`src/rtl/decode_pkg.sv`:
```
// Shared encodings for the decode/ALU slice: opcodes, funct codes,
// ALU operation classes, ALU control codes and the control-flag bundle.
package decode_pkg;

  localparam logic [5:0] OP_RTYPE = 6'b000000;
  localparam logic [5:0] OP_LW    = 6'b100011;
  localparam logic [5:0] OP_SW    = 6'b101011;
  localparam logic [5:0] OP_ADDI  = 6'b001000;
  localparam logic [5:0] OP_ANDI  = 6'b001100;
  localparam logic [5:0] OP_BEQ   = 6'b000100;
  localparam logic [5:0] OP_BNE   = 6'b000101;
  localparam logic [5:0] OP_J     = 6'b000010;

  localparam logic [5:0] FN_ADD = 6'b100000;
  localparam logic [5:0] FN_SUB = 6'b100010;
  localparam logic [5:0] FN_AND = 6'b100100;
  localparam logic [5:0] FN_OR  = 6'b100101;
  localparam logic [5:0] FN_SLT = 6'b101010;

  typedef enum logic [1:0] {
    ALUOP_ADD   = 2'b00,
    ALUOP_SUB   = 2'b01,
    ALUOP_FUNCT = 2'b10,
    ALUOP_AND   = 2'b11
  } alu_op_e;

  localparam logic [2:0] CTRL_AND = 3'b000;
  localparam logic [2:0] CTRL_OR  = 3'b001;
  localparam logic [2:0] CTRL_ADD = 3'b010;
  localparam logic [2:0] CTRL_SUB = 3'b110;
  localparam logic [2:0] CTRL_SLT = 3'b111;

  // Bit order matches the flag concatenation used by the bench.
  typedef struct packed {
    logic reg_dst;
    logic branch;
    logic branch_n;
    logic mem_read;
    logic mem_write;
    logic mem_to_reg;
    logic jump;
    logic alu_src;
    logic reg_write;
  } ctrl_flags_t;

  // R-type funct field to ALU control; unknown functs fall back to add.
  function automatic logic [2:0] funct_to_ctrl(input logic [5:0] funct);
    logic [2:0] ctrl;
    case (funct)
      FN_ADD:  ctrl = CTRL_ADD;
      FN_SUB:  ctrl = CTRL_SUB;
      FN_AND:  ctrl = CTRL_AND;
      FN_OR:   ctrl = CTRL_OR;
      FN_SLT:  ctrl = CTRL_SLT;
      default: ctrl = CTRL_ADD;
    endcase
    return ctrl;
  endfunction

endpackage

```
`src/rtl/alu_core.sv`:
```
// Combinational ALU: and/or/add/sub/signed-less-than, wrapping arithmetic,
// zero result for the unused control codes.
module alu_core
  import decode_pkg::*;
#(
  parameter int WIDTH = 32
) (
  input  logic [2:0]       ctrl,
  input  logic [WIDTH-1:0] a,
  input  logic [WIDTH-1:0] b,
  output logic [WIDTH-1:0] result
);

  logic w_lt;

  assign w_lt = ($signed(a) < $signed(b));

  // Operation select; add/sub simply drop the carry out.
  always_comb begin
    result = {WIDTH{1'b0}};
    case (ctrl)
      CTRL_AND: result = a & b;
      CTRL_OR:  result = a | b;
      CTRL_ADD: result = a + b;
      CTRL_SUB: result = a - b;
      CTRL_SLT: result = {{(WIDTH-1){1'b0}}, w_lt};
      default:  result = {WIDTH{1'b0}};
    endcase
  end

endmodule

```
`src/rtl/decode_alu_unit.sv`:
```
// Instruction decode with combinational control flags feeding a
// one-cycle registered ALU result and zero flag.
module decode_alu_unit
  import decode_pkg::*;
#(
  parameter int WIDTH = 32
) (
  input  logic             clk,
  input  logic             rst,
  input  logic [31:0]      instr,
  input  logic             bubble,
  input  logic [WIDTH-1:0] a,
  input  logic [WIDTH-1:0] b,
  output logic             reg_dst,
  output logic             branch,
  output logic             branch_n,
  output logic             mem_read,
  output logic             mem_write,
  output logic             mem_to_reg,
  output logic             jump,
  output logic             alu_src,
  output logic             reg_write,
  output logic [1:0]       alu_op,
  output logic [2:0]       alu_ctrl,
  output logic [WIDTH-1:0] alu_result,
  output logic             alu_zero
);

  logic [5:0]       w_opcode;
  logic [5:0]       w_funct;
  logic             w_unused_instr;
  ctrl_flags_t      w_flags;
  alu_op_e          w_alu_op;
  logic [2:0]       w_alu_ctrl;
  logic [WIDTH-1:0] w_alu_out;
  logic [WIDTH-1:0] r_alu_result;
  logic             r_alu_zero;

  assign w_opcode       = instr[31:26];
  assign w_funct        = instr[5:0];
  assign w_unused_instr = ^instr[25:6];

  // Opcode decode; a stall or reset forces a no-op regardless of instr.
  always_comb begin
    w_flags  = '0;
    w_alu_op = ALUOP_ADD;
    if (rst || bubble) begin
      w_flags  = '0;
      w_alu_op = ALUOP_ADD;
    end else begin
      case (w_opcode)
        OP_RTYPE: begin
          w_flags.reg_dst   = 1'b1;
          w_flags.reg_write = 1'b1;
          w_alu_op          = ALUOP_FUNCT;
        end
        OP_LW: begin
          w_flags.alu_src    = 1'b1;
          w_flags.mem_read   = 1'b1;
          w_flags.mem_to_reg = 1'b1;
          w_flags.reg_write  = 1'b1;
          w_alu_op           = ALUOP_ADD;
        end
        OP_SW: begin
          w_flags.alu_src   = 1'b1;
          w_flags.mem_write = 1'b1;
          w_alu_op          = ALUOP_ADD;
        end
        OP_ADDI: begin
          w_flags.alu_src   = 1'b1;
          w_flags.reg_write = 1'b1;
          w_alu_op          = ALUOP_ADD;
        end
        OP_ANDI: begin
          w_flags.alu_src   = 1'b1;
          w_flags.reg_write = 1'b1;
          w_alu_op          = ALUOP_AND;
        end
        OP_BEQ: begin
          w_flags.branch = 1'b1;
          w_alu_op       = ALUOP_SUB;
        end
        OP_BNE: begin
          w_flags.branch_n = 1'b1;
          w_alu_op         = ALUOP_SUB;
        end
        OP_J: begin
          w_flags.jump = 1'b1;
          w_alu_op     = ALUOP_ADD;
        end
        default: begin
          w_flags  = '0;
          w_alu_op = ALUOP_ADD;
        end
      endcase
    end
  end

  // Operation class to ALU control code.
  always_comb begin
    w_alu_ctrl = CTRL_ADD;
    case (w_alu_op)
      ALUOP_ADD:   w_alu_ctrl = CTRL_ADD;
      ALUOP_SUB:   w_alu_ctrl = CTRL_SUB;
      ALUOP_AND:   w_alu_ctrl = CTRL_AND;
      ALUOP_FUNCT: w_alu_ctrl = funct_to_ctrl(w_funct);
      default:     w_alu_ctrl = CTRL_ADD;
    endcase
  end

  alu_core #(
    .WIDTH (WIDTH)
  ) u_alu_core (
    .ctrl   (w_alu_ctrl),
    .a      (a),
    .b      (b),
    .result (w_alu_out)
  );

  // Result register; the zero flag is derived from the same value being captured.
  always_ff @(posedge clk) begin
    if (rst) begin
      r_alu_result <= {WIDTH{1'b0}};
      r_alu_zero   <= 1'b1;
    end else begin
      r_alu_result <= w_alu_out;
      r_alu_zero   <= (w_alu_out == {WIDTH{1'b0}});
    end
  end

  assign reg_dst    = w_flags.reg_dst;
  assign branch     = w_flags.branch;
  assign branch_n   = w_flags.branch_n;
  assign mem_read   = w_flags.mem_read;
  assign mem_write  = w_flags.mem_write;
  assign mem_to_reg = w_flags.mem_to_reg;
  assign jump       = w_flags.jump;
  assign alu_src    = w_flags.alu_src;
  assign reg_write  = w_flags.reg_write;
  assign alu_op     = w_alu_op;
  assign alu_ctrl   = w_alu_ctrl;
  assign alu_result = r_alu_result;
  assign alu_zero   = r_alu_zero;

endmodule

```
`config.mk`:
```
export PLATFORM = sky130hd
export DESIGN_NAME = decode_alu_unit
export DESIGN_NICKNAME = d
export VERILOG_FILES = /design/src/rtl/decode_pkg.sv /design/src/rtl/alu_core.sv /design/src/rtl/decode_alu_unit.sv
export SDC_FILE = /design/constraint.sdc
export NUM_CORES = 1
export LEC_CHECK = 0
export CORE_ASPECT_RATIO = 0.5
export CORE_MARGIN = 5
export CORE_UTILIZATION = 56
export CTS_CLUSTER_SIZE = 10
export DETAILED_ROUTE_END_ITERATION = 10
export HOLD_SLACK_MARGIN = 0.02
export PLACE_DENSITY = 0.88
export SLEW_MARGIN = 20
export SYNTH_ARGS = -nofsm -noshare
export SYNTH_HDL_FRONTEND = slang
export SYNTH_SLANG_ARGS = --single-unit
```
`constraint.sdc`:
```
create_clock -name clk -period 12.8 [get_ports clk]
set_clock_uncertainty 0.05 [all_clocks]
set_input_delay 3.84 -clock clk [delete_from_list [all_inputs] [get_ports clk]]
set_output_delay 3.84 -clock clk [all_outputs]
set_load 0.03 [all_outputs]
```
== Yosys cells after proc, flatten, opt, wreduce, memory -nomap -nowiden ==
Cells that the tools add are included.

* $add $sub $neg: 2
* $lt $le $gt $ge: 1
* Equality and inequality tests: 18
* Multiplexer cells: 14
* Bitwise operators: 2
* Reduce and logical (&&, ||, !) cells: 8

{| class="wikitable"
|+ Operators by type and width
! cell !! count
|-
| 32-bit one-hot mux with 5 select lines || 1
|-
| 6-bit == test, second input constant || 6
|-
| 32-bit adder || 1
|-
| 32-bit bitwise AND || 1
|-
| 32-bit logical NOT || 1
|-
| 32-bit < comparator || 1
|-
| 32-bit OR || 1
|-
| 32-bit subtractor || 1
|-
| 3-bit one-hot mux with 4 select lines || 2
|-
| 6-bit by 3-bit == test with 1-bit output, second input constant || 2
|-
| 6-bit by 4-bit == test with 1-bit output, second input constant || 2
|-
| 9-bit two-way mux || 1
|-
| 1-bit two-way mux || 8
|-
| 4-bit OR reduction || 2
|-
| 3-bit == test, second input constant || 2
|-
| 6-bit by 2-bit == test with 1-bit output, second input constant || 1
|-
| 6-bit logical NOT || 1
|-
| 2-bit one-hot mux with 3 select lines || 1
|-
| 2-bit == test, second input constant || 2
|-
| 3-bit by 1-bit == test with 1-bit output, second input constant || 1
|-
| 3-bit by 2-bit == test with 1-bit output, second input constant || 1
|-
| 3-bit logical NOT || 1
|-
| 2-bit by 1-bit == test with 1-bit output, second input constant || 1
|-
| 2-bit logical NOT || 1
|-
| 3 further kinds || 3
|}

* Flip-flop bits (word level): 33
* Input port bits: 99
* Output and inout bits: 47

== Logic depth before layout (Yosys ltp) ==
* Word-level depth: 9
* Mapped depth: 16
* Depth with buffers taken out: 15

== Cells and area by module ==
Synthesis repeated with hierarchy kept, for this count alone.

* Cells, all modules: 829
* Area total of the unflattened synthesis: 6092.1 µm²

{| class="wikitable"
|+ Modules (own cells, without submodules)
! module !! times used !! cells an instance !! area an instance (µm²) !! seq. area each (µm²)
|-
| alu_core || 1 || 712 || 4938.5 || 0.0
|-
| decode_alu_unit || 1 || 117 || 1153.6 || 660.6
|}

== Worst setup path before layout ==
OpenSTA, ideal clock, no wires.

* Path type: input port to output port
* Start point: in rst
* End point: out alu_ctrl[2]
* Arrival: 5500 ps
* Required time: 8910 ps
* Slack: 3410 ps
* Stages: 8
* Cells stage by stage: buf_6 or3_4 or4_4 and2_4 buf_6 inv_2 buf_6 buf_2

* Cells in the longest elaborated chain, start to end: 4
* Elaborated cells between the ends (all ways): 7
* Classes of those cells: eq/ne: 3; mux: 2; reduce/logical: 2

{| class="wikitable"
|+ Ends and longest elaborated chain
! element !! line !! source
|-
| start, declared || decode_alu_unit.sv:9 || <nowiki>input logic rst,</nowiki>
|-
| 1-bit logical OR * || decode_alu_unit.sv:47 || <nowiki>if (rst || bubble) begin</nowiki>
|-
| 2-bit two-way mux * || decode_alu_unit.sv:47 ||
|-
| 2-bit == test (tied with other cells) || decode_alu_unit.sv:102 || <nowiki>case (w_alu_op)</nowiki>
|-
| 3-bit one-hot mux with 4 select lines * || decode_alu_unit.sv:102 ||
|-
| end, declared || decode_alu_unit.sv:24 || <nowiki>output logic [2:0] alu_ctrl,</nowiki>
|}

Every way passes the cells marked *; elsewhere a longest branch is shown, timed or not.

== Worst setup path after layout ==
Same ends and word-level chain as after synthesis.

==> flow_summary.ini <==
[global_route]
antenna_found_initial = 0
grt_pass1_wl_mm = 33.1
grt_max_degree = 36
grt_pass1_vias = 6487
track_usage = 0.310
grt_overflow = 0

[synth]
synth-simple-area-share = 0.243
ys_types = 76
ys_warn_count = 0
synth-main-ff-cell = dfxtp_1
synth_mux_area_frac = 0.0143
ys_seq_area_frac = 0.111
synth_top_family_by_area = compound AO/OA/AOI/OAI gates
synth_compound_area_frac = 0.286
yosys.area_share.adder = 0.209
synth_edf_count = 0
syn_avg_cell_area_um2 = 6.90
synthArstFlopShare = 0
syn_area_um2 = 5950
synth_seq_cells = 33
synth_cells = 862
synth-xor-area-share = 0.0412
synthesis.nets = 1059

[hold_path]
holdCritStartpoint = rst
hp-class = input pin to register

[sta]
fin_tns_setup_ns = 0
setup_violations = 0
holdWs_ns = 4.35
period_share = 0.859
drv_slew = 0
worst_slack_ns = 1.81
post-route-min-period_ns = 10.99
grt_setup_unrepaired = no
final-hold-violation-count = 0
max_freq_mhz = 91.0
max_slew_margin = 0.391
tightest_slew_ns = 0.908

[setup_path]
cp.required_ns = 8.91
cp-end-kind = output pin
critPathLaunchType = input pin
cp.arrival_ns = 7.10
crit_path_frequent_cell = clkdlybuf4s50_1
path_class = input pin to output pin
worst-path-max-fanout = 35
worstPathCellList = clkdlybuf4s50_1, buf_4, or3_4, or4_4, and2_4, inv_2, clkdlybuf4s50_1
slowest_stage = clkdlybuf4s50_1
cpPeakStageDelay_ns = 0.81
crit_path_start = rst

[finish]
most-common-layout-cells = clkdlybuf4s50_1 (125), inv_1 (100), nor2_1 (96), ha_1 (96), a21oi_1 (92)
fillers = 872
diodes = 0
layout.nets = 1153
syn_to_final_growth_pct = 24.2
layout_commonest_cell = clkdlybuf4s50_1
final_util = 0.719
drive_gt1_frac = 0.0324

[placed_design]
dpl_worst_slack_ns = 1.89
port_buffers = 125
dp_hpwl_mm = 16.5
gp_routability_congestion = 0.971

[cts]
clk_path_buf_depth = 2
clock_sinks = 33
cts_root_buffer = clkbuf_16
clkTransAtPathRegs_ns = 0.06
h-tree-depth = 2
cts_made_buffers = 5
holdBufCountCts = 0
ctsResizeCount = 0
cts_tree = done
post_cts_buffers = 0

[routing]
wl_per_cell_um = 19.3
initialDrtViolationCount = 691
avgViaCountPerCell = 6.34
first_pass_iters = 7
wirelength_mm = 21.2
ant_nets = 0
drcViolationCount = 0
vias = 6954

[floorplanning]
start_util = 0.579
coreArea_um2 = 10300
die_y_um = 82.9
die_area_um2 = 12900
fp.dieW_um = 156
rows = 26
boundaryPins = 146

[outcome]
status = finished clean

[power_and_ir_drop]
p_per_area_nw_per_um2 = 79.3
power_leakage_nw = 3.33
ir_drop_mv = 0.0496

[job]
cap_violations = 0
-- metal layers --
metal / vias to the layer above / wire length, µm / GRT usage
met5: - / 0 / 0
met4: 0 / 495 / 0.0834
met3: 61 / 2430 / 0.0628
met2: 439 / 9530 / 0.500
met1: 3197 / 8750 / 0.419
li1: 3257 / - / -
-- flip-flops by register name (all words and copies together), names as in the netlist --
register	count
alu_result	32
alu_zero	1
-- where the power goes --
part / internal [W] / switching (W) / leakage [nW] / total [W]
clock: 0.0000921 / 0.0000498 / 0.0800 / 0.000142
sequential: 0.000117 / 0.00000331 / 0.275 / 0.000120
combinational: 0.000132 / 0.000192 / 2.98 / 0.000324
-- stage by stage --
| stage | cells | instance area [µm²] | total power [W] |
|---|---|---|---|
| 4_1_cts | 1097 | 7390 | 0.000580 |
| 3_5_place_dp | 1089 | 7220 | 0.000437 |
| 5_1_grt | 1097 | 7390 | 0.000618 |
| 6_report | 1097 | 7390 | 0.000586 |
| 2_1_floorplan | 862 | 5950 | 0.000326 |
| 3_3_place_gp | 1089 | 7220 | 0.000432 |
-- critical path, delay by kind of cell --
kind          cells  cell delay (ns)
buf+inv           4             2.08
simple gates      3             1.18
-- layout make-up --
type                            instances  area, µm²  area share
Clock buffer                            5        125      0.0169
Clock inverter                          3       46.3     0.00626
Inverter                              101        379      0.0513
Multi-Input combinational cell        685       4720       0.638
Sequential cell                        33        661      0.0894
Tap cell                              140        175      0.0237
Timing Repair Buffer                  130       1290       0.174
-- synth_stat cells (all sizes together), types with 9 or more instances --
master | number | area (µm²)
ha | 96 | 1200
nor3 | 22 | 110
inv | 101 | 379
nand4 | 13 | 81.3
a21o | 12 | 90.1
nand2b | 11 | 68.8
or3 | 9 | 61.3
dfxtp | 33 | 661
a21oi | 92 | 460
nand2 | 60 | 225
o211ai | 16 | 120
buf | 13 | 81.3
o21ai | 42 | 210
o31ai | 9 | 67.6
nand3 | 22 | 110
nor4 | 12 | 93.8
nor2 | 96 | 360
a211oi | 9 | 72.6
a221oi | 11 | 103
a31oi | 12 | 75.1
nor2b | 12 | 75.1
o221ai | 9 | 78.8
xnor2 | 26 | 228
clkbuf | 30 | 113
-- path summary, 6_finish.rpt --
path / to / slack (ns) / cells after the start
setup / recovery: alu_ctrl[2] / 1.81 / 7
hold / removal: alu_result[20] / 4.35 / 3
-- logic make-up (layout without fill, tap and decap cells) --
family                   after synthesis  in the layout
adder cells (fa/ha/maj)               98             98
flip-flops                            33             33
multiplexers                           8              8
AND/OR/NAND/NOR                      290            290
XOR/XNOR                              28             28
AO/OA/AOI/OAI                        261            261
buffers and inverters                144            239
Power figures use the tool's default switching activity.
